[src/rtl/tx_ethernet.sv]
// GMII transmit MAC framer: preamble/SFD, header, streamed payload, zero pad,
// CRC-32 FCS, inter-frame gap, with completion irq and underrun abort.
module tx_ethernet (
  input  logic        TX_CLK,
  input  logic        rst_n,
  input  logic [47:0] mac_addr,
  input  logic [47:0] tx_mac_dst,
  input  logic [15:0] tx_len_type,
  input  logic        tx_start,
  output logic        tx_busy,
  input  logic [7:0]  tx_payload,
  input  logic        tx_payload_valid,
  input  logic        tx_payload_last,
  output logic        tx_payload_ready,
  output logic [7:0]  TXD,
  output logic        TX_EN,
  output logic        TX_ER,
  output logic        tx_ethernet_irq,
  output logic        tx_underrun
);

  localparam int          OCT         = 8;
  localparam logic [7:0]  PRE         = 8'b10101010;
  localparam logic [7:0]  SFD         = 8'b10101011;
  localparam logic [15:0] MIN_PAYLOAD = 16'd46;
  localparam int          IFG         = 12;
  localparam logic [3:0]  IFG_LAST    = 4'(IFG - 1);
  localparam logic [31:0] CRC_POLY    = 32'hEDB88320;

  typedef enum logic [3:0] {
    S_IDLE, S_PRE, S_SFD, S_DST, S_SRC, S_LEN, S_DATA, S_PAD, S_FCS, S_GAP
  } state_t;

  state_t      state, state_nx;
  logic [3:0]  oct_cnt;
  logic [15:0] pay_cnt;
  logic [31:0] crc;
  logic [47:0] dst_q;
  logic [15:0] len_q;
  logic        abort_q;

  logic [7:0]  txd_nx;
  logic        en_nx, er_nx, crc_en;
  logic        accept, hs, starve;
  logic [47:0] dst_sh, src_sh;
  logic [15:0] len_sh;
  logic [31:0] fcs_sh;

  function automatic logic [31:0] crc32_byte(input logic [31:0] c, input logic [7:0] d);
    logic [31:0] r;
    r = c;
    for (int i = 0; i < OCT; i++)
      r = (r[0] ^ d[i]) ? ((r >> 1) ^ CRC_POLY) : (r >> 1);
    return r;
  endfunction

  function automatic logic [15:0] sat_inc16(input logic [15:0] v);
    return (v == 16'hFFFF) ? v : v + 16'd1;
  endfunction

  assign accept           = (state == S_IDLE) && tx_start;
  assign tx_payload_ready = (state == S_DATA);
  assign hs               = tx_payload_ready && tx_payload_valid;
  assign starve           = tx_payload_ready && !tx_payload_valid;

  // Multi-octet fields go out most significant octet first; FCS goes LSB first.
  assign dst_sh = dst_q << {oct_cnt, 3'b000};
  assign src_sh = mac_addr << {oct_cnt, 3'b000};
  assign len_sh = len_q << {oct_cnt, 3'b000};
  assign fcs_sh = ~crc >> {oct_cnt, 3'b000};

  always_ff @(posedge TX_CLK or negedge rst_n) begin
    if (!rst_n) state <= S_IDLE;
    else        state <= state_nx;
  end

  always_comb begin
    state_nx = state;
    case (state)
      S_IDLE: if (tx_start) state_nx = S_PRE;
      S_PRE:  if (oct_cnt == 4'd6) state_nx = S_SFD;
      S_SFD:  state_nx = S_DST;
      S_DST:  if (oct_cnt == 4'd5) state_nx = S_SRC;
      S_SRC:  if (oct_cnt == 4'd5) state_nx = S_LEN;
      S_LEN:  if (oct_cnt == 4'd1) state_nx = S_DATA;
      S_DATA: begin
        if (!tx_payload_valid)
          state_nx = S_GAP;
        else if (tx_payload_last)
          state_nx = (pay_cnt < MIN_PAYLOAD - 16'd1) ? S_PAD : S_FCS;
      end
      S_PAD:  if (pay_cnt >= MIN_PAYLOAD - 16'd1) state_nx = S_FCS;
      S_FCS:  if (oct_cnt == 4'd3) state_nx = S_GAP;
      S_GAP:  if (oct_cnt == IFG_LAST) state_nx = S_IDLE;
      default: state_nx = S_IDLE;
    endcase
  end

  always_comb begin
    txd_nx = 8'h00;
    en_nx  = 1'b0;
    er_nx  = 1'b0;
    crc_en = 1'b0;
    case (state)
      S_PRE: begin txd_nx = PRE;          en_nx = 1'b1; end
      S_SFD: begin txd_nx = SFD;          en_nx = 1'b1; end
      S_DST: begin txd_nx = dst_sh[47:40]; en_nx = 1'b1; crc_en = 1'b1; end
      S_SRC: begin txd_nx = src_sh[47:40]; en_nx = 1'b1; crc_en = 1'b1; end
      S_LEN: begin txd_nx = len_sh[15:8];  en_nx = 1'b1; crc_en = 1'b1; end
      S_DATA: begin
        en_nx = 1'b1;
        if (tx_payload_valid) begin
          txd_nx = tx_payload;
          crc_en = 1'b1;
        end else begin
          er_nx = 1'b1;
        end
      end
      S_PAD: begin en_nx = 1'b1; crc_en = 1'b1; end
      S_FCS: begin txd_nx = fcs_sh[7:0]; en_nx = 1'b1; end
      default: ;
    endcase
  end

  // Output stage: everything visible on GMII is registered one cycle behind state.
  always_ff @(posedge TX_CLK or negedge rst_n) begin
    if (!rst_n) begin
      TXD             <= 8'h00;
      TX_EN           <= 1'b0;
      TX_ER           <= 1'b0;
      tx_busy         <= 1'b0;
      tx_ethernet_irq <= 1'b0;
      tx_underrun     <= 1'b0;
      oct_cnt         <= 4'd0;
      pay_cnt         <= 16'd0;
      crc             <= 32'hFFFFFFFF;
      dst_q           <= 48'd0;
      len_q           <= 16'd0;
      abort_q         <= 1'b0;
    end else begin
      TXD             <= txd_nx;
      TX_EN           <= en_nx;
      TX_ER           <= er_nx;
      tx_busy         <= (state != S_IDLE);
      tx_underrun     <= starve;
      tx_ethernet_irq <= (state == S_GAP) && (oct_cnt == 4'd0) && !abort_q;
      oct_cnt         <= (state_nx != state || state == S_IDLE) ? 4'd0 : oct_cnt + 4'd1;
      if (accept) begin
        dst_q   <= tx_mac_dst;
        len_q   <= tx_len_type;
        pay_cnt <= 16'd0;
        crc     <= 32'hFFFFFFFF;
        abort_q <= 1'b0;
      end else begin
        if (crc_en)               crc     <= crc32_byte(crc, txd_nx);
        if (hs || state == S_PAD) pay_cnt <= sat_inc16(pay_cnt);
        if (starve)               abort_q <= 1'b1;
      end
    end
  end

endmodule

[config.mk]
export PLATFORM = sky130hd
export DESIGN_NAME = tx_ethernet
export DESIGN_NICKNAME = d
export VERILOG_FILES = /design/src/rtl/tx_ethernet.sv
export SDC_FILE = /design/constraint.sdc
export NUM_CORES = 1
export LEC_CHECK = 0
export ABC_AREA = 1
export CORE_ASPECT_RATIO = 1.2
export CORE_MARGIN = 5
export CORE_UTILIZATION = 54
export CTS_CLUSTER_DIAMETER = 60
export DETAILED_ROUTE_END_ITERATION = 8
export PLACE_DENSITY = 0.92
export SKIP_LAST_GASP = 1
export SYNTH_ARGS = -nofsm -noshare
export SYNTH_HDL_FRONTEND = slang
export SYNTH_SLANG_ARGS = --single-unit
[constraint.sdc]
create_clock -name TX_CLK -period 2.8 [get_ports TX_CLK]
set_input_delay 0.42 -clock TX_CLK [delete_from_list [all_inputs] [get_ports TX_CLK]]
set_output_delay 0.42 -clock TX_CLK [all_outputs]
set_load 0.01 [all_outputs]
==> reports/qor_table.md, run 1 <==
| Metric | Reported |
| --- | --- |
| Reg-to-Reg Start | state[1] |
| Most instantiated library cell after synthesis | nand2_1 |
| Die area | 18000 sq um |
| Placement Rows | 49 |
| Run status | finished, final reports clean |
| Synthesized instance count | 1194 |
| Syn. warnings | 0 |
| Reg-to-reg setup timing slack | 0.007 ns |
| Inserted Diodes | 0 |
| Worst slew margin relative to its limit | 0.696 |
| Most area-consuming cells after synthesis | dfrtp_1 (30%), nand2_1 (20%), dfstp_2 (10%) |
| Total clock buffers created by CTS | 17 |
| Total clock sinks | 133 |
| EDFF count, synth | 0 |
| First-pass GRT wire length | 43.3 mm |
| Pins over their slew limit | 0 |
| Deepest level of the CTS H-tree | 4 |
| Area Growth Syn to Fin | 34.0% |
| Detailed Routing Iterations Pass 1 | 7 |
| Height of the die | 146 microns |
| Hold_ws | 0.477 ns |
| Post-synthesis sequential element count | 133 |
| Fraction of registers with async set or reset after synthesis | 1.00 |
| Actual transition at the worst max-transition pin | 0.455 ns |
| Synth Area in Compound Gates | 0.0897 |
| Sequential area share after synthesis | 0.405 |
| Share of the clock period used by the worst path | 0.997 |
| Count of final hold-check violations | 0 |
| CTS max path bufs | 2 |
| # IOs | 139 |
| Vias after detailed routing | 9364 |
| Pwr per Cell Area | 1260 nW/um^2 |
| Xor and xnor area share after synthesis | 0.0313 |
| Arrival time of data at the critical path endpoint | 3.15 ns |
| Worst hold path type | input pin to async pin |
| Average instance area after synthesis | 6.96 sq um |
| Start point of the critical path | state[1] |
| Fraction of final layout cells sized beyond drive strength 1 | 0.145 |
| Total nets after synthesis | 1326 |
| Static leakage power | 0.00545 uW |
| Placer congestion estimate | 0.965 |
| Netlist Area Pre-Place | 8310 sq um |
| Largest clock skew in the final design | 0.0123 ns |
| Leading area contributor after synthesis | dfrtp_1 |
| Aggregate routed wire length | 28.5 mm |
| Per-cell routed wire length | 18.0 microns |
| Antenna violations before repair | 0 |
| Adder-cell share of the synthesized area | 0.0105 |
| Synthesized-area fraction occupied by and/or/nand/nor cells | 0.377 |
| Largest net degree at the start of global routing | 97 |
| Biggest fanout along the worst timing path | 9 |
| Most used flip-flop cell after synthesis | dfrtp_1 |
| Clock tree from TritonCTS | done |
| Overflow after GRT | 0 |
| Half-perimeter wire length of the detailed placement result | 19.2 mm |
| Max-cap viol count | 0 |
| Post-Route Setup TNS | 0 ns |
| Number of distinct library cells after synthesis | 45 |
| Aggregate global-route resource usage | 0.304 |
| Worst IR Drop VDD | 0.737 mV |
| Initial drt markers | 1266 |
| Setup repair after global routing missed its margin | true |
| Detailed-route vias per instance | 5.90 |
| Top cell type's share of synthesized area | 0.304 |
| Clk_lat worst skew | 0.43 ns |
| Classification of the worst setup path | register to register |
| List of most frequent post-synthesis cells | nand2_1 (441), nand3_1 (158), inv_1 (120), dfrtp_1 (101), o21ai_0 (56) |
| Total Nets Final | 1501 |
| Portion of netlist area occupied by mux cells | 0 |
| X dimension of the die | 123 microns |
| ANT nets after route | 0 |
| Clock root cell | clkbuf_16 |
| Data required time of the critical path | 3.16 ns |
| Port Buffer Count | 138 |
| Main combinational cell family by area after synthesis | simple AND/OR/NAND/NOR gates |
| Initial Utilization | 0.551 |
| Number of remaining DRC errors | 0 |
| Crit. End Element | register |
| Nature of the critical path startpoint | register |
| Time the worst path needs with I/O delays and setup | 2.79 ns |
| Standard cell core area | 15100 sq um |
| Count of endpoints failing setup in the final report | 0 |
| Clock slew seen by the registers of the worst setup and hold paths | 0.06 ns |
| Via count of the first global-routing pass | 8815 |
| Max Clock Freq | 358 MHz |
## where the power goes
group	internal [uW]	total, uW	switching, uW
sequential	2900	3480	573
combinational	3010	8040	5030
clock	1590	2490	902
## per-stage QoR
step                setup slack [ns]  cell area (sq um)   util  instances  total power, uW
detailed placement            0.0188              10100  0.673       1533            10800
finish                       0.00737              11100  0.738       1586            14000
global placement              0.0785              10100  0.673       1533            10600
global route                  -0.130              11100  0.738       1586            14900
CTS                          0.00835              10800  0.717       1566            13400
floorplan                      0.522               8310      -       1194             8450
## path summary, 6_finish.rpt
kind	to	cells past startpoint
max in group asynchronous	crc[5]	3
min reg2reg	dst_q[20]	2
min	pay_cnt[10]	2
min in group TX_CLK	dst_q[20]	2
max	crc[1]	19
max reg2reg	crc[1]	19
## cells by family (layout without fill, tap and decap cells)
| family | after synthesis | count (layout) |
|---|---|---|
| AND/OR/NAND/NOR | 716 | 717 |
| AO/OA/AOI/OAI | 134 | 134 |
| flip-flops | 133 | 133 |
| buffers and inverters | 176 | 363 |
| adder cells (fa/ha/maj) | 7 | 7 |
| XOR/XNOR | 28 | 28 |
## placed cells by master, fill, tap and decap left out, types with 30 or more instances in the layout
cell,count
nand2_1,427
buf_4,51
dfrtp_1,98
dfstp_2,32
nor2_1,44
clkdlybuf4s50_1,137
o21ai_0,56
nand2_2,30
inv_1,118
a21oi_1,34
nand3_1,156
## cell type report
type                            count  area, sq um
Multi-Input combinational cell    886         4350
Fill cell                        1079         3950
Sequential cell                   133         3370
Timing Repair Buffer              202         2020
Inverter                          129          489
Clock buffer                       18          429
Tap cell                          204          255
Clock inverter                     14          221
## routing by layer
metal / GRT usage / vias up / wire length [microns] / part of all wire
met4: 0.177 / 0 / 1940 / 0.068
met2: 0.501 / 711 / 13800 / 0.48
met3: 0.0544 / 177 / 2680 / 0.094
met1: 0.367 / 4282 / 10000 / 0.35
met5: 0 / - / 0 / 0
li1: - / 4194 / - / -
## what timing repair did
item,CTS,global route
buffers inserted,0,17
setup endpoints to repair,0,30
gates resized for setup,0,39
hold buffers,1,0
endpoints found under the hold margin,26,0
## state kept, by name, summed over array words and instances, names as in the netlist
register	flops
tx_ethernet_irq	1
state	4
TXD	8
oct_cnt	4
crc	32
TX_ER	1
dst_q	48
abort_q	1
len_q	16
tx_busy	1
pay_cnt	16
TX_EN	1
## worst max-delay path: stages, from the launching register on
cell and delay (ns):
dfrtp_2 0.45, inv_4 0.09, nand2_2 0.11, nor2_4 0.29, nand2_1 0.12, o21ai_1 0.16, nand2_1 0.09, nand2_1 0.07
nand2_1 0.05, nand3_1 0.08, nand2_1 0.10, nand2_1 0.13, nand2_1 0.09, nand2_2 0.20, nand2_1 0.12, nand2_1 0.14
buf_4 0.14, xor2_1 0.14, o22ai_1 0.08, inv_1 0.08
(Power assumes the default switching activity.)
==> run 2, diff against run 1 <==
--- a/config.mk
+++ b/config.mk
@@ -9,6 +9,7 @@
 export CORE_ASPECT_RATIO = 1.2
 export CORE_MARGIN = 5
 export CORE_UTILIZATION = 54
+export CTS_BUF_LIST = sky130_fd_sc_hd__clkbuf_16
 export CTS_CLUSTER_DIAMETER = 60
 export DETAILED_ROUTE_END_ITERATION = 8
 export PLACE_DENSITY = 0.92
==> reports/qor_table.md, run 2 (synthesized netlist as in run 1, its figures left out) <==
| Metric | Reported | vs previous |
| --- | --- | --- |
| Run status | finished, final reports clean |  |
| Total clock sinks | 133 | unchanged |
| Most frequent standard cell in the layout excluding fill and tap cells | nand2_1 |  |
| Placement Rows | 49 | unchanged |
| Max-cap viol count | 0 | unchanged |
| Cell Count Post-Placement | 1533 | unchanged |
| Most frequent cells in the layout | nand2_1 (427), nand3_1 (156), clkdlybuf4s50_1 (137), inv_1 (119), dfrtp_1 (98) |  |
| Total area of multi-input combinational cells | 4350 sq um | unchanged |
| Register area | 3370 sq um | unchanged |
| Reg with most FFs | dst_q |  |
| Classification of the worst setup path | register to register |  |
| Setup repair after global routing missed its margin | true |  |
| Area Growth Syn to Fin | 34.0% | unchanged |
| Deepest level of the CTS H-tree | 4 | unchanged |
| Clock root cell | clkbuf_16 |  |
| Standard cell core area | 15100 sq um | unchanged |
| Aggregate routed wire length | 28.5 mm | +0.15% |
| Inserted Diodes | 0 | unchanged |
| Detailed-route vias per instance | 5.88 | -0.47% |
| Pins over their slew limit | 0 | unchanged |
| Start point of the critical path | state[1] |  |
| Arrival time of data at the critical path endpoint | 3.13 ns | -0.02 ns |
| Pwr per Cell Area | 1260 nW/um^2 | about the same |
| Total Nets Final | 1501 | unchanged |
| # IOs | 139 | unchanged |
| Total clock buffers created by CTS | 17 | unchanged |
| Filler instances | 1079 | unchanged |
| Share of the clock period used by the worst path | 0.988 | -0.00949 |
| Largest clock skew in the final design | 0.0120 ns | -0.000334 ns |
| ANT nets after route | 0 | unchanged |
| Count of endpoints failing setup in the final report | 0 | unchanged |
| Clock slew seen by the registers of the worst setup and hold paths | 0.06 ns | about the same |
| Nature of the critical path startpoint | register |  |
| Clock tree from TritonCTS | done |  |
| Leading registers by flop count | dst_q (48), crc (32) |  |
| CTS max path bufs | 2 | unchanged |
| Fraction of final layout cells sized beyond drive strength 1 | 0.145 | unchanged |
| Worst IR Drop VDD | 0.738 mV | about the same |
| Time the worst path needs with I/O delays and setup | 2.77 ns | -0.0266 ns |
| Actual transition at the worst max-transition pin | 0.456 ns | +0.0000330 ns |
| Placed cell area | 10100 sq um | unchanged |
| Height of the die | 146 microns | unchanged |
| Largest net degree at the start of global routing | 97 | unchanged |
| Static leakage power | 0.00546 uW | about the same |
| Port Buffer Count | 138 | unchanged |
| Overflow after GRT | 0 | unchanged |
| Worst slew margin relative to its limit | 0.696 | about the same |
| CP delay by family, top | simple AND/OR/NAND/NOR gates |  |
| Reg-to-Reg Start | state[1] |  |
| Via count of the first global-routing pass | 8815 | unchanged |
| Per-cell routed wire length | 18.0 microns | +0.15% |
| X dimension of the die | 123 microns | unchanged |
| Antenna violations before repair | 0 | unchanged |
| Die area | 18000 sq um | unchanged |
| Biggest fanout along the worst timing path | 9 | unchanged |
| First-pass GRT wire length | 43.3 mm | unchanged |
| Crit. End Element | register |  |
| Detailed Routing Iterations Pass 1 | 6 | -1 |
| Crit path max-delay cell type | dfrtp_2 |  |
| Clk_lat worst skew | 0.43 ns | about the same |
| Data required time of the critical path | 3.16 ns | about the same |
| Initial Utilization | 0.551 | unchanged |
| Slowest Stage Delay on Critical Path | 0.45 ns | about the same |
| Post-layout instance area | 11100 sq um | unchanged |
| Initial drt markers | 1266 | unchanged |
| Max Clock Freq | 362 MHz | +0.96% |
| Worst hold path type | input pin to async pin |  |
| Vias after detailed routing | 9320 | -0.47% |
| Count of final hold-check violations | 0 | unchanged |
| Bufs and invs on worst path | 3 | unchanged |
| Flip-flop count of the largest register, all copies and words added | 48 | unchanged |
| Placer congestion estimate | 0.965 | unchanged |
| Cell repeated most along the worst path | nand2_1 |  |
| Half-perimeter wire length of the detailed placement result | 19.2 mm | unchanged |
| Cell-by-cell listing of the critical path | inv_4, nand2_2, nor2_4, nand2_1, o21ai_1, nand2_1, nand2_1, nand2_1, nand3_1, nand2_1, nand2_1, nand2_1, nand2_2, nand2_1, nand2_1, buf_4, xor2_1, o22ai_1, inv_1 |  |
| Filler-free cell count of the finished design | 1586 | unchanged |
| Aggregate global-route resource usage | 0.304 | unchanged |
| Number of remaining DRC errors | 0 | unchanged |
[run 2: changes by cell type in the layout (fill, tap and decap cells not counted), sizes merged]
| cell | previous run | this run |
|---|---|---|
| clkbuf | 20 | 19 |
| inv | 132 | 133 |
[run 2: report_power, final]
part | switching (uW) | internal [uW]
clock network | 901 | 1590
logic | 5040 | 3010
registers | 573 | 2900
[run 2: repair_timing]
item | in CTS | in global routing
endpoints found under the setup margin | 0 | 30
buffers inserted | 0 | 17
endpoints found under the hold margin | 26 | 0
resized for setup | 0 | 39
hold buffers | 1 | 0
[run 2: worst paths after layout]
path | slack, ns | cells after the start | endpoint
setup / recovery | 0.03 | 19 | crc[1]
hold / removal | 0.48 | 2 | pay_cnt[10]
setup reg to reg | 0.03 | 19 | crc[1]
hold reg to reg | 0.48 | 2 | dst_q[20]
max in group asynchronous | 1.55 | 3 | crc[5]
min in group TX_CLK | 0.48 | 2 | dst_q[20]
[run 2: cell type report]
class | instances | share of cell area
sequential | 133 | 0.303
inverter | 129 | 0.0440
multi-input combinational | 886 | 0.391
clock buffer | 17 | 0.0382
timing repair buffer | 202 | 0.181
clock inverter | 15 | 0.0202
tap | 204 | 0.0229
[run 2: per-layer routing]
layer,wire [microns],share of wire,GRT usage,vias up
met1,10100,0.35,0.367,4293
met5,0,0,0,-
met4,1900,0.066,0.177,0
li1,-,-,-,4194
met2,13900,0.49,0.501,663
met3,2620,0.092,0.0544,170
[run 2: worst reg2reg max path: stages (launching register included)]
cell	delay, ns
dfrtp_2	0.45
inv_4	0.10
nand2_2	0.11
nor2_4	0.27
nand2_1	0.12
o21ai_1	0.15
nand2_1	0.09
nand2_1	0.07
nand2_1	0.05
nand3_1	0.08
nand2_1	0.10
nand2_1	0.13
nand2_1	0.09
nand2_2	0.20
nand2_1	0.12
nand2_1	0.14
buf_4	0.14
xor2_1	0.14
o22ai_1	0.08
inv_1	0.08
[run 2: metrics by stage]
step | utilization | setup TNS [ns] | hold WS (ns) | power, uW | setup slack, ns
2_1_floorplan | - | 0 | 0.124 | 8450 | 0.522
3_3_place_gp | 0.673 | 0 | 0.366 | 10600 | 0.0785
3_5_place_dp | 0.673 | 0 | 0.374 | 10800 | 0.0188
4_1_cts | 0.717 | 0 | 0.469 | 13400 | 0.00835
5_1_grt | 0.738 | -1.16 | 0.507 | 14900 | -0.130
6_report | 0.738 | 0 | 0.476 | 14000 | 0.0339
==> run 3, diff against run 2 <==
--- a/config.mk
+++ b/config.mk
@@ -8,11 +8,12 @@
 export ABC_AREA = 1
 export CORE_ASPECT_RATIO = 1.2
 export CORE_MARGIN = 5
-export CORE_UTILIZATION = 54
+export CORE_UTILIZATION = 40
 export CTS_BUF_LIST = sky130_fd_sc_hd__clkbuf_16
 export CTS_CLUSTER_DIAMETER = 60
 export DETAILED_ROUTE_END_ITERATION = 8
-export PLACE_DENSITY = 0.92
+export DONT_BUFFER_PORTS = 1
+export PLACE_DENSITY = 0.65
 export SKIP_LAST_GASP = 1
 export SYNTH_ARGS = -nofsm -noshare
 export SYNTH_HDL_FRONTEND = slang
==> reports/qor_table.md, run 3 (synthesized netlist as in run 1, its figures left out) <==
| Metric | Reported | vs previous |
| --- | --- | --- |
| Run status | finished with violations |  |
| Failing checks | hold timing |  |
| Vias after detailed routing | 8015 | -14% |
| Hold_ws | -0.316 ns | -0.792 ns |
| Half-perimeter wire length of the detailed placement result | 19.2 mm | +0.23% |
| Fraction of final layout cells sized beyond drive strength 1 | 0.155 | +0.00915 |
| Initial drt markers | 700 | -45% |
| Clock root cell | clkbuf_16 |  |
| Count of final hold-check violations | 133 | +133 |
| Height of the die | 168 microns | +15% |
| Aggregate global-route resource usage | 0.221 | -0.0833 |
| Largest clock skew in the final design | 0.0103 ns | -0.00169 ns |
| CTS max path bufs | 2 | unchanged |
| Crit path max-delay cell type | dfrtp_2 |  |
| Max Clock Freq | 371 MHz | +2.6% |
| Worst hold path type | input pin to async pin |  |
| Antenna violations before repair | 0 | unchanged |
| Crit. End Element | register |  |
| Share of the clock period used by the worst path | 0.963 | -0.0251 |
| # IOs | 139 | unchanged |
| X dimension of the die | 142 microns | +15% |
| Placed cell area | 8880 sq um | -13% |
| Biggest fanout along the worst timing path | 21 | +12 |
| Cell-by-cell listing of the critical path | nor2_4, nand2_4, clkbuf_16, nand2_1, nand3_1, nand3_1, nand3_1, nand2_2, nand2_1, nand2_1, nand2_1, nand2_2, nand3_2, buf_4, nand3_1, nand3_1, a21oi_2 |  |
| Clock tree from TritonCTS | done |  |
| Pins over their slew limit | 0 | unchanged |
| Cell repeated most along the worst path | nand3_1 |  |
| Die area | 23800 sq um | +32% |
| Overflow after GRT | 0 | unchanged |
| Detailed Routing Iterations Pass 1 | 6 | unchanged |
| Time the worst path needs with I/O delays and setup | 2.70 ns | -0.0702 ns |
| Via count of the first global-routing pass | 7699 | -13% |
| Nature of the critical path startpoint | register |  |
| Aggregate routed wire length | 26.6 mm | -6.8% |
| Data required time of the critical path | 3.16 ns | about the same |
| Port Buffer Count | 0 | -100% |
| Clock slew seen by the registers of the worst setup and hold paths | 0.06 ns | about the same |
| Worst IR Drop VDD | 0.559 mV | -24% |
| Leading registers by flop count | dst_q (48), crc (32) |  |
| Flip-flop count of the largest register, all copies and words added | 48 | unchanged |
| Placer congestion estimate | 0.953 | -1.3% |
| Setup repair after global routing missed its margin | true |  |
| Actual transition at the worst max-transition pin | 0.539 ns | +0.0834 ns |
| Most frequent cells in the layout | nand2_1 (432), nand3_1 (157), inv_1 (118), dfrtp_1 (98), o21ai_0 (55) |  |
| Area Growth Syn to Fin | 17.6% |  |
| Standard cell core area | 20300 sq um | +35% |
| Static leakage power | 0.00490 uW | -10% |
| ANT nets after route | 0 | unchanged |
| Post-layout instance area | 9770 sq um | -12% |
| First-pass GRT wire length | 41.5 mm | -4.0% |
| Initial Utilization | 0.409 | -0.142 |
| Count of endpoints failing setup in the final report | 0 | unchanged |
| Placement Rows | 57 | +16% |
| Number of remaining DRC errors | 0 | unchanged |
| Largest net degree at the start of global routing | 134 | +38% |
| Total clock sinks | 133 | unchanged |
| Final worst setup slack | 0.104 ns | +0.0702 ns |
| Total clock buffers created by CTS | 17 | unchanged |
| Deepest level of the CTS H-tree | 4 | unchanged |
| Slowest Stage Delay on Critical Path | 0.45 ns | about the same |
| Reg with most FFs | dst_q |  |
| Pwr per Cell Area | 1400 nW/um^2 | +11% |
| Classification of the worst setup path | register to register |  |
| Total Nets Final | 1361 | -9.3% |
| Max-cap viol count | 0 | unchanged |
| Register area | 3370 sq um | unchanged |
| Total area of multi-input combinational cells | 4330 sq um | -0.49% |
| Arrival time of data at the critical path endpoint | 3.06 ns | -0.07 ns |
| Clk_lat worst skew | 0.43 ns | about the same |
| Dpl ws | 0.0382 ns | +0.0194 ns |
| Worst slew margin relative to its limit | 0.641 | -0.0553 |
| Detailed-route vias per instance | 5.31 | -9.6% |
| Most frequent standard cell in the layout excluding fill and tap cells | nand2_1 |  |
| Filler instances | 2025 | +88% |
| Per-cell routed wire length | 17.6 microns | -2.0% |
## run 3: cell count changes in the layout (fill, tap and decap cells not counted), sizes merged
cell and change:
buf -1, bufinv -2, clkdlybuf4s50 -137, clkinv +1
diode +1, dlygate4sd3 -1, inv +1, nor2 -1
## run 3: area by class of cell
class | count | area share
well taps | 265 | 0.0339
clock inverters | 15 | 0.0195
clock buffers | 17 | 0.0436
flip-flops and latches | 133 | 0.345
multi-input cells | 885 | 0.443
diodes | 1 | 0.000256
inverters | 129 | 0.0500
repair buffers | 63 | 0.0647
## run 3: per-stage QoR
step / utilization / TNS, ns / cells / hold slack (ns) / total power [uW]
final: 0.481 / 0 / 1508 / -0.316 / 13700
after global routing: 0.480 / -0.256 / 1507 / -0.340 / 14700
after CTS: 0.467 / 0 / 1492 / -0.329 / 13200
after detailed placement: 0.437 / 0 / 1460 / 0.130 / 10700
after global placement: 0.437 / 0 / 1460 / 0.129 / 10700
after floorplan: - / 0 / 1194 / 0.124 / 8450
## run 3: worst paths after layout
path	startpoint	end	slack (ns)	depth (start not counted)
max in group asynchronous	rst_n	crc[20]	2.79	0
min reg2reg	len_q[3]	len_q[3]	0.48	2
max reg2reg	state[1]	crc[19]	0.10	17
max	state[1]	crc[19]	0.10	17
min in group TX_CLK	tx_payload_valid	TX_ER	0.08	1
min	rst_n	pay_cnt[14]	-0.32	0
## run 3: power breakdown
| part | total (uW) | leakage (uW) | internal, uW | switching (uW) |
|---|---|---|---|---|
| clock network | 2380 | 0.000295 | 1420 | 960 |
| registers | 3460 | 0.00161 | 2900 | 556 |
| logic | 7810 | 0.00300 | 2940 | 4870 |
## run 3: critical path, delay by kind of cell (launching register included)
kind            cells  cell delay (ns)
buf+inv             2             0.35
simple gates       14             1.64
flops               1             0.45
compound gates      1             0.16
## run 3: timing repair
action / 4_1_cts / 5_1_grt
gates resized for setup: 0 / 29
setup buffers: 0 / 13
endpoints found under the setup margin: 0 / 27
hold endpoints to repair: 133 / 133
## run 3: metal layers
| metal | wire length (microns) | up-vias | GRT usage |
|---|---|---|---|
| li1 | - | 3903 | - |
| met1 | 11000 | 3745 | 0.280 |
| met2 | 12800 | 310 | 0.356 |
| met3 | 1790 | 57 | 0.0542 |
| met4 | 1010 | 0 | 0.0993 |
| met5 | 0 | - | 0 |
